--- config.mk ---
export PLATFORM = sky130hd
export DESIGN_NAME = sprite_blit_engine
export DESIGN_NICKNAME = d
export VERILOG_FILES = /design/src/rtl/sprite_pkg.sv /design/src/rtl/sprite_geom_lut.sv /design/src/rtl/sprite_blit_engine.sv
export SDC_FILE = /design/constraint.sdc
export NUM_CORES = 1
export LEC_CHECK = 0
export BUFFER_PORTS_ARGS = -buffer_cell sky130_fd_sc_hd__buf_2
export CORE_UTILIZATION = 50
export CTS_CLUSTER_DIAMETER = 200
export CTS_CLUSTER_SIZE = 16
export DETAILED_ROUTE_END_ITERATION = 8
export GPL_TIMING_DRIVEN = 0
export PLACE_DENSITY = 0.7
export SLEW_MARGIN = 20
export SYNTH_ARGS = -nofsm -noshare
export SYNTH_HDL_FRONTEND = slang
export SYNTH_SLANG_ARGS = --single-unit
--- constraint.sdc ---
create_clock -name clock -period 10.85 [get_ports clock]
set_input_delay 1.6275 -clock clock [delete_from_list [all_inputs] [get_ports clock]]
set_output_delay 1.6275 -clock clock [all_outputs]
set_load 0.005 [all_outputs]
--- src/rtl/sprite_pkg.sv ---
// Shared definitions for the sprite blit engine: sprite ids, the sprite geometry
// table that describes where each image lives in the shared ROM, and FSM states.
package sprite_pkg;

    typedef enum logic [2:0] {
        VERM   = 3'd0,
        MOLE   = 3'd1,
        ESCAPE = 3'd2,
        DIRT   = 3'd3,
        TEST   = 3'd4
    } sprite_id_e;

    localparam int SPRITE_COUNT = 5;

    // DIRT is a reserved zero-size slot; TEST sits below VERM at the bottom of the ROM.
    localparam logic [15:0] SPRITE_BASE [SPRITE_COUNT] = '{16'd8, 16'd264, 16'd520, 16'd776, 16'd0};
    localparam logic [7:0]  SPRITE_W    [SPRITE_COUNT] = '{8'd16, 8'd16, 8'd32, 8'd0, 8'd4};
    localparam logic [7:0]  SPRITE_H    [SPRITE_COUNT] = '{8'd16, 8'd16, 8'd8, 8'd0, 8'd2};

    localparam int PIX_TRANSPARENT = 0;

    typedef enum logic [1:0] {
        ST_IDLE   = 2'd0,
        ST_FETCH  = 2'd1,
        ST_DRAIN  = 2'd2,
        ST_FINISH = 2'd3
    } blit_state_e;

    typedef struct packed {
        logic [15:0] base;
        logic [7:0]  w;
        logic [7:0]  h;
    } sprite_geom_t;

    function automatic sprite_geom_t geom_lookup(input int idx, input int num_valid);
        sprite_geom_t g;
        logic [2:0]   sel;
        sel = idx[2:0];
        if ((idx >= 32'sd0) && (idx < num_valid) && (idx < SPRITE_COUNT)) begin
            g.base = SPRITE_BASE[sel];
            g.w    = SPRITE_W[sel];
            g.h    = SPRITE_H[sel];
        end else begin
            g = '0;
        end
        return g;
    endfunction

endpackage

--- src/rtl/sprite_geom_lut.sv ---
// Sprite geometry lookup: captures base/width/height when a draw is accepted and
// flags zero-size (or out-of-range) sprites combinationally for the accept decision.
module sprite_geom_lut
    import sprite_pkg::*;
#(
    parameter int NUM_SPRITES = 5,
    parameter int ADDR_W      = 15,
    parameter int DIM_W       = 8,
    parameter int ID_W        = 3
) (
    input  logic              clock,
    input  logic              resetn,
    input  logic [ID_W-1:0]   id,
    input  logic              load,
    output logic [ADDR_W-1:0] base_r,
    output logic [DIM_W-1:0]  w_r,
    output logic [DIM_W-1:0]  h_r,
    output logic              zero_size_s
);

    sprite_geom_t geom_s;

    // Table read for the id currently on the request bus
    always_comb begin
        geom_s      = geom_lookup(int'(id), NUM_SPRITES);
        zero_size_s = (geom_s.w == 8'd0) || (geom_s.h == 8'd0);
    end

    // Geometry held for the whole draw
    always_ff @(posedge clock or negedge resetn) begin
        if (!resetn) begin
            base_r <= '0;
            w_r    <= '0;
            h_r    <= '0;
        end else if (load) begin
            base_r <= ADDR_W'(geom_s.base);
            w_r    <= DIM_W'(geom_s.w);
            h_r    <= DIM_W'(geom_s.h);
        end else begin
            base_r <= base_r;
            w_r    <= w_r;
            h_r    <= h_r;
        end
    end

endmodule

--- src/rtl/sprite_blit_engine.sv ---
// Sprite fetch engine: walks one sprite's region of the shared ROM in raster order
// (optionally mirrored) and streams backpressured pixels to the frame-buffer writer.
module sprite_blit_engine
    import sprite_pkg::*;
#(
    parameter int NUM_SPRITES      = 5,
    parameter int ADDR_W           = 15,
    parameter int PIX_W            = 1,
    parameter int COORD_W          = 10,
    parameter int DIM_W            = 8,
    parameter int SKIP_TRANSPARENT = 1,
    localparam int ID_W            = (NUM_SPRITES > 1) ? $clog2(NUM_SPRITES) : 1
) (
    input  logic               clock,
    input  logic               resetn,
    input  logic               req_valid,
    output logic               req_ready,
    input  logic [ID_W-1:0]    req_id,
    input  logic [COORD_W-1:0] req_x,
    input  logic [COORD_W-1:0] req_y,
    input  logic               req_mirror,
    input  logic               abort,
    output logic [ADDR_W-1:0]  rom_addr,
    input  logic [PIX_W-1:0]   rom_q,
    output logic               pix_valid,
    input  logic               pix_ready,
    output logic [COORD_W-1:0] pix_x,
    output logic [COORD_W-1:0] pix_y,
    output logic [PIX_W-1:0]   pix_data,
    output logic               busy,
    output logic               done
);

    blit_state_e        state_r, state_nxt_s;
    logic [ADDR_W-1:0]  base_r, row_off_r, s1_addr_r, row_base_s, fetch_addr_s;
    logic [DIM_W-1:0]   w_r, h_r, col_r, row_r, col_term_s;
    logic [COORD_W-1:0] x0_r, y0_r, s1_x_r, s1_y_r;
    logic               mirror_r, s1_valid_r, zero_size_s, accept_s;
    logic               transparent_s, consumed_s, adv_s, last_col_s, last_s;

    sprite_geom_lut #(
        .NUM_SPRITES(NUM_SPRITES),
        .ADDR_W     (ADDR_W),
        .DIM_W      (DIM_W),
        .ID_W       (ID_W)
    ) u_geom (
        .clock      (clock),
        .resetn     (resetn),
        .id         (req_id),
        .load       (accept_s),
        .base_r     (base_r),
        .w_r        (w_r),
        .h_r        (h_r),
        .zero_size_s(zero_size_s)
    );

    // Handshake terms and fetch address; row_base is kept as an offset so no multiplier is needed
    always_comb begin
        accept_s      = (state_r == ST_IDLE) && req_valid;
        transparent_s = (SKIP_TRANSPARENT != 32'sd0) && (rom_q == PIX_W'(PIX_TRANSPARENT));
        consumed_s    = pix_ready || transparent_s;
        adv_s         = !s1_valid_r || consumed_s;
        last_col_s    = (col_r == (w_r - DIM_W'(1)));
        last_s        = last_col_s && (row_r == (h_r - DIM_W'(1)));
        col_term_s    = mirror_r ? (w_r - DIM_W'(1) - col_r) : col_r;
        row_base_s    = base_r + row_off_r;
        fetch_addr_s  = row_base_s + ADDR_W'(col_term_s);
    end

    // State register
    always_ff @(posedge clock or negedge resetn) begin
        if (!resetn) begin
            state_r <= ST_IDLE;
        end else begin
            state_r <= state_nxt_s;
        end
    end

    // Next-state logic; abort outranks any advance
    always_comb begin
        state_nxt_s = state_r;
        case (state_r)
            ST_IDLE: begin
                if (req_valid) begin
                    state_nxt_s = zero_size_s ? ST_FINISH : ST_FETCH;
                end else begin
                    state_nxt_s = ST_IDLE;
                end
            end
            ST_FETCH: begin
                if (abort) begin
                    state_nxt_s = ST_FINISH;
                end else if (adv_s && last_s) begin
                    state_nxt_s = ST_DRAIN;
                end else begin
                    state_nxt_s = ST_FETCH;
                end
            end
            ST_DRAIN: begin
                if (abort || consumed_s) begin
                    state_nxt_s = ST_FINISH;
                end else begin
                    state_nxt_s = ST_DRAIN;
                end
            end
            ST_FINISH: state_nxt_s = ST_IDLE;
            default:   state_nxt_s = ST_IDLE;
        endcase
    end

    // Outputs; while stalled the ROM is re-presented the stage-1 address so rom_q stays put
    always_comb begin
        req_ready = 1'b0;
        busy      = 1'b0;
        done      = 1'b0;
        case (state_r)
            ST_IDLE:  req_ready = 1'b1;
            ST_FETCH: busy      = 1'b1;
            ST_DRAIN: busy      = 1'b1;
            ST_FINISH: begin
                busy = 1'b1;
                done = 1'b1;
            end
            default: req_ready = 1'b0;
        endcase
        rom_addr  = ((state_r == ST_FETCH) && adv_s) ? fetch_addr_s : s1_addr_r;
        pix_valid = s1_valid_r && !transparent_s;
        pix_x     = s1_x_r;
        pix_y     = s1_y_r;
        pix_data  = rom_q;
    end

    // Raster counters and stage-1 register
    always_ff @(posedge clock or negedge resetn) begin
        if (!resetn) begin
            x0_r       <= '0;
            y0_r       <= '0;
            mirror_r   <= 1'b0;
            col_r      <= '0;
            row_r      <= '0;
            row_off_r  <= '0;
            s1_valid_r <= 1'b0;
            s1_x_r     <= '0;
            s1_y_r     <= '0;
            s1_addr_r  <= '0;
        end else begin
            case (state_r)
                ST_IDLE: begin
                    if (req_valid) begin
                        x0_r      <= req_x;
                        y0_r      <= req_y;
                        mirror_r  <= req_mirror;
                        col_r     <= '0;
                        row_r     <= '0;
                        row_off_r <= '0;
                    end
                end
                ST_FETCH: begin
                    if (abort) begin
                        s1_valid_r <= 1'b0;
                    end else if (adv_s) begin
                        s1_valid_r <= 1'b1;
                        s1_x_r     <= x0_r + COORD_W'(col_r);
                        s1_y_r     <= y0_r + COORD_W'(row_r);
                        s1_addr_r  <= fetch_addr_s;
                        if (last_col_s) begin
                            col_r     <= '0;
                            row_r     <= row_r + DIM_W'(1);
                            row_off_r <= row_off_r + ADDR_W'(w_r);
                        end else begin
                            col_r <= col_r + DIM_W'(1);
                        end
                    end
                end
                ST_DRAIN: begin
                    if (abort || consumed_s) begin
                        s1_valid_r <= 1'b0;
                    end
                end
                ST_FINISH: s1_valid_r <= 1'b0;
                default:   s1_valid_r <= 1'b0;
            endcase
        end
    end

endmodule

==> summary.txt <==
STA
  • Worst slew pin tran: between 0.7 and 0.8 ns
  • Final period utilization: about three fifths
  • Post-route minimum period: 6.38 ns
  • Achievable frequency: 0.157 GHz
  • Slew Viols, Final: 0
  • Rel. slew slack: 52.1%
  • RSZ-0062 raised after global routing: false
  • Setup tns final: 0 ns
  • Worst setup margin: between 4 and 5 ns
  • Max Clock Skew: 0.00669 ns
  • Final Hold Viols: 0
  • Final setup fails: 0

Cells and area
  • Register cell area after layout: roughly 0.0024 mm2
  • # diodes: 0
  • Commonest non-fill, non-tap cell in the layout: nand2_1
  • Fill count: about 1000
  • Most frequent cells in the layout: nand2_1 (139), dfrtp_1 (94), buf_2 (70)
  • Share of cells above drive strength 1: 16.3%
  • Fin area: about 0.0067 mm2
  • Final #Nets: about 800
  • Area of the multi-input gates: roughly 0.0033 mm2
  • Area grow syn2layout: 14.5%
  • Finished Core Util: about three fifths

Place
  • Placed cell areas: ~0.0064 mm2
  • RePlAce Congestion: approximately 0.85
  • Dpl ws: 4.86 ns
  • Buffers on Ports: 69
  • Post-detail-place hpwl: 10.7 mm

Global routing
  • Number of global-route vias before repair: 4687
  • Gr ovfl total: 0
  • Initial antenna violation count: 0
  • Total GRT Usage: between 20 and 25%
  • Largest net degree at the start of global routing: 52
  • First-pass GRT wire length: around 23 mm

Logic synthesis
  • Synth area leaders: dfrtp_1 (40%), ha_1 (9.9%), nand2_1 (9.0%)
  • Synth Instances: about 640
  • EDFF count, synth: 0
  • Yosys warns: 0
  • Post-synth cell types: just over 60
  • Synth top area share: between 40% and 50%
  • Yosys reg bits: 94
  • Biggest area consumer among synthesized cells: dfrtp_1
  • Sequential share of the synthesized area: roughly two fifths
  • Cell Area, Synth: between 0.005 and 0.006 mm2
  • Ys flop type: dfrtp_1
  • Async set-or-reset flop fraction in the synthesized netlist: between 90% and 100%
  • Syn Area/Cell: 9.08 um2

Clock tree
  • Reg clk slew, reported paths: approximately 0.06 ns
  • TritonCTS Buffers: 9
  • Skew-Pair Late Insertion Delay: between 0.3 and 0.4 ns
  • H-tree Lvls: 3
  • PostCTS Resize Cnt: 0
  • Hold buffers post-CTS: 0
  • Postcts setup bufs: 0
  • # clock sinks: 94
  • CTS tree: done
  • Clock buffer depth: 2
  • Root Driver: clkbuf_16

Route
  • Final WL: 14.0 mm
  • Max Used Layer: met4
  • Routed wl met2: just over 7 mm
  • Avg Vias per Cell: about 5.5
  • Residual DRC: 0
  • Met3 wire length: roughly 470 um
  • M1 WL: between 6 and 7 mm
  • Final ANT Viol Nets: 0
  • Initial DRC count: 315
  • DRT Pass-1 Iters: 4
  • WL/cell: approximately 16 um
  • Routed vias: around 4800

Critical path
  • Worst Setup End Kind: output port
  • Req. time, crit path: 9.22 ns
  • Crit path launch type: register
  • Crit Path Class: register to output port
  • End of the critical path: rom_addr[11]
  • R2R Path Start: u_geom.h_r[1]$_DFFE_PN0P_
  • Critical path arrival: 4.75 ns
  • R2r endpoint: s1_addr_r[14]$_DFFE_PN0P_
  • R2R cell count: 18
  • R2R setup slack: roughly 6.5 ns
  • Worst Setup SP: u_geom.h_r[1]$_DFFE_PN0P_
  • Max FO, Critical Path: 6

Flow run
  • Max_cap viols: 0

Floorplan
  • Die H: approximately 110 um
  • Die area: ~0.012 mm2
  • Initial Util: approximately half
  • Placeable Area: approximately 0.011 mm2
  • I/O pin total: 70
  • Row cnt: 39
  • Die X: around 110 um

Power and ir drop
  • Leak: roughly 0.0032 uW
  • Max VDD drop: ~0.14 mV
  • Power Density: approximately 280 mW/mm2
  • Final Power: about 1900 uW

Outcome
  • Status: finished clean

Min path
  • Min-delay worst type: register to register
[cells by family after synthesis]
logic type / count (synthesis) / synth area share [%]
AO/OA/AOI/OAI: 134 / 14.2
XOR/XNOR: 53 / 7.97
adder cells (fa/ha/maj): 50 / 11.3
buffers and inverters: 47 / 3.33
flip-flops: 94 / 40.4
multiplexers: 14 / 2.69
other: 1 / 0.0644
AND/OR/NAND/NOR: 248 / 20.1
[stage by stage]
step           instances  hold WS (ns)
2_1_floorplan        643         0.440
4_1_cts              872         0.480
3_3_place_gp         855         0.455
5_1_grt              872         0.500
6_report             872         0.479
3_5_place_dp         856         0.466
[synthesized netlist by cell type, types with 2 or more instances]
cell and number:
o21ai_0 57, o211ai_1 2, and4_1 2, o21a_1 4
ha_1 46, dfrtp_1 94, nor3b_1 3, nor2_1 34
and2_1 5, nand4_1 11, nand2b_1 2, or2_2 3
a21boi_0 2, a2111oi_0 3, a21oi_1 28, nor3_1 10
xnor2_1 39, o21bai_1 3, or3_1 9, buf_1 2
fa_1 4, inv_1 24, nand3_1 9, mux2_2 13
buf_4 2, o31ai_1 6, a211oi_1 4, nor4_2 3
clkbuf_1 15, and3_1 2, nand2_1 139, a31oi_1 5
nor2b_1 5, or4_1 2, buf_2 2, xor2_1 14
a21o_1 9
[layer usage]
metal  vias up  global-route usage [%]
li1       2398                       -
met4         0                    11.3
met3        22                    3.26
met2        87                    42.1
met1      2314                    31.2
met5         -                       0
[worst max-delay path: stages (launching register included)]
cell and delay (ns):
dfrtp_1 0.46, inv_1 0.17, ha_1 0.32, inv_1 0.04
ha_1 0.32, a21oi_1 0.17, o21ai_0 0.21, a221oi_1 0.35
xor2_1 0.18, nand2_1 0.09, xnor2_1 0.18, ha_1 0.27
ha_1 0.23, a2111oi_0 0.37, o21ai_0 0.19, a31oi_1 0.29
xnor2_1 0.17, mux2_2 0.28, buf_2 0.12
[flip-flops by register name, summed over array words and instances (netlist names)]
signal	cells
u_geom.base_r	3
x0_r	10
row_off_r	13
row_r	8
col_r	8
u_geom.w_r	1
u_geom.h_r	2
state_r	2
s1_addr_r	15
y0_r	10
pix_y	10
pix_x	10
s1_valid_r	1
mirror_r	1
[cell type report]
class                   instances  share of cell area [%]
multi-input cells             502                    49.3
flip-flops and latches         94                    35.3
repair buffers                 70                    5.69
clock buffers                  12                    3.70
well taps                     143                    2.68
plain buffers                  22                    1.50
inverters                      25                    1.41
clock inverters                 4                   0.469
[report_power, final]
| part | internal (uW) | switching [uW] |
|---|---|---|
| clock network | 163 | 135 |
| logic | 424 | 570 |
| registers | 471 | 102 |
[worst min path at each step]
stage          cells past startpoint                        to                      from
2_1_floorplan                      2  s1_addr_r[1]$_DFFE_PN0P_  s1_addr_r[1]$_DFFE_PN0P_
3_3_place_gp                       2  s1_addr_r[4]$_DFFE_PN0P_  s1_addr_r[4]$_DFFE_PN0P_
3_5_place_dp                       2  s1_addr_r[1]$_DFFE_PN0P_  s1_addr_r[1]$_DFFE_PN0P_
4_1_cts                            2      pix_x[5]$_DFFE_PN0P_      pix_x[5]$_DFFE_PN0P_
5_1_grt                            2  s1_addr_r[1]$_DFFE_PN0P_  s1_addr_r[1]$_DFFE_PN0P_
6_report                           2  s1_addr_r[1]$_DFFE_PN0P_  s1_addr_r[1]$_DFFE_PN0P_
(Power assumes the default switching activity.)
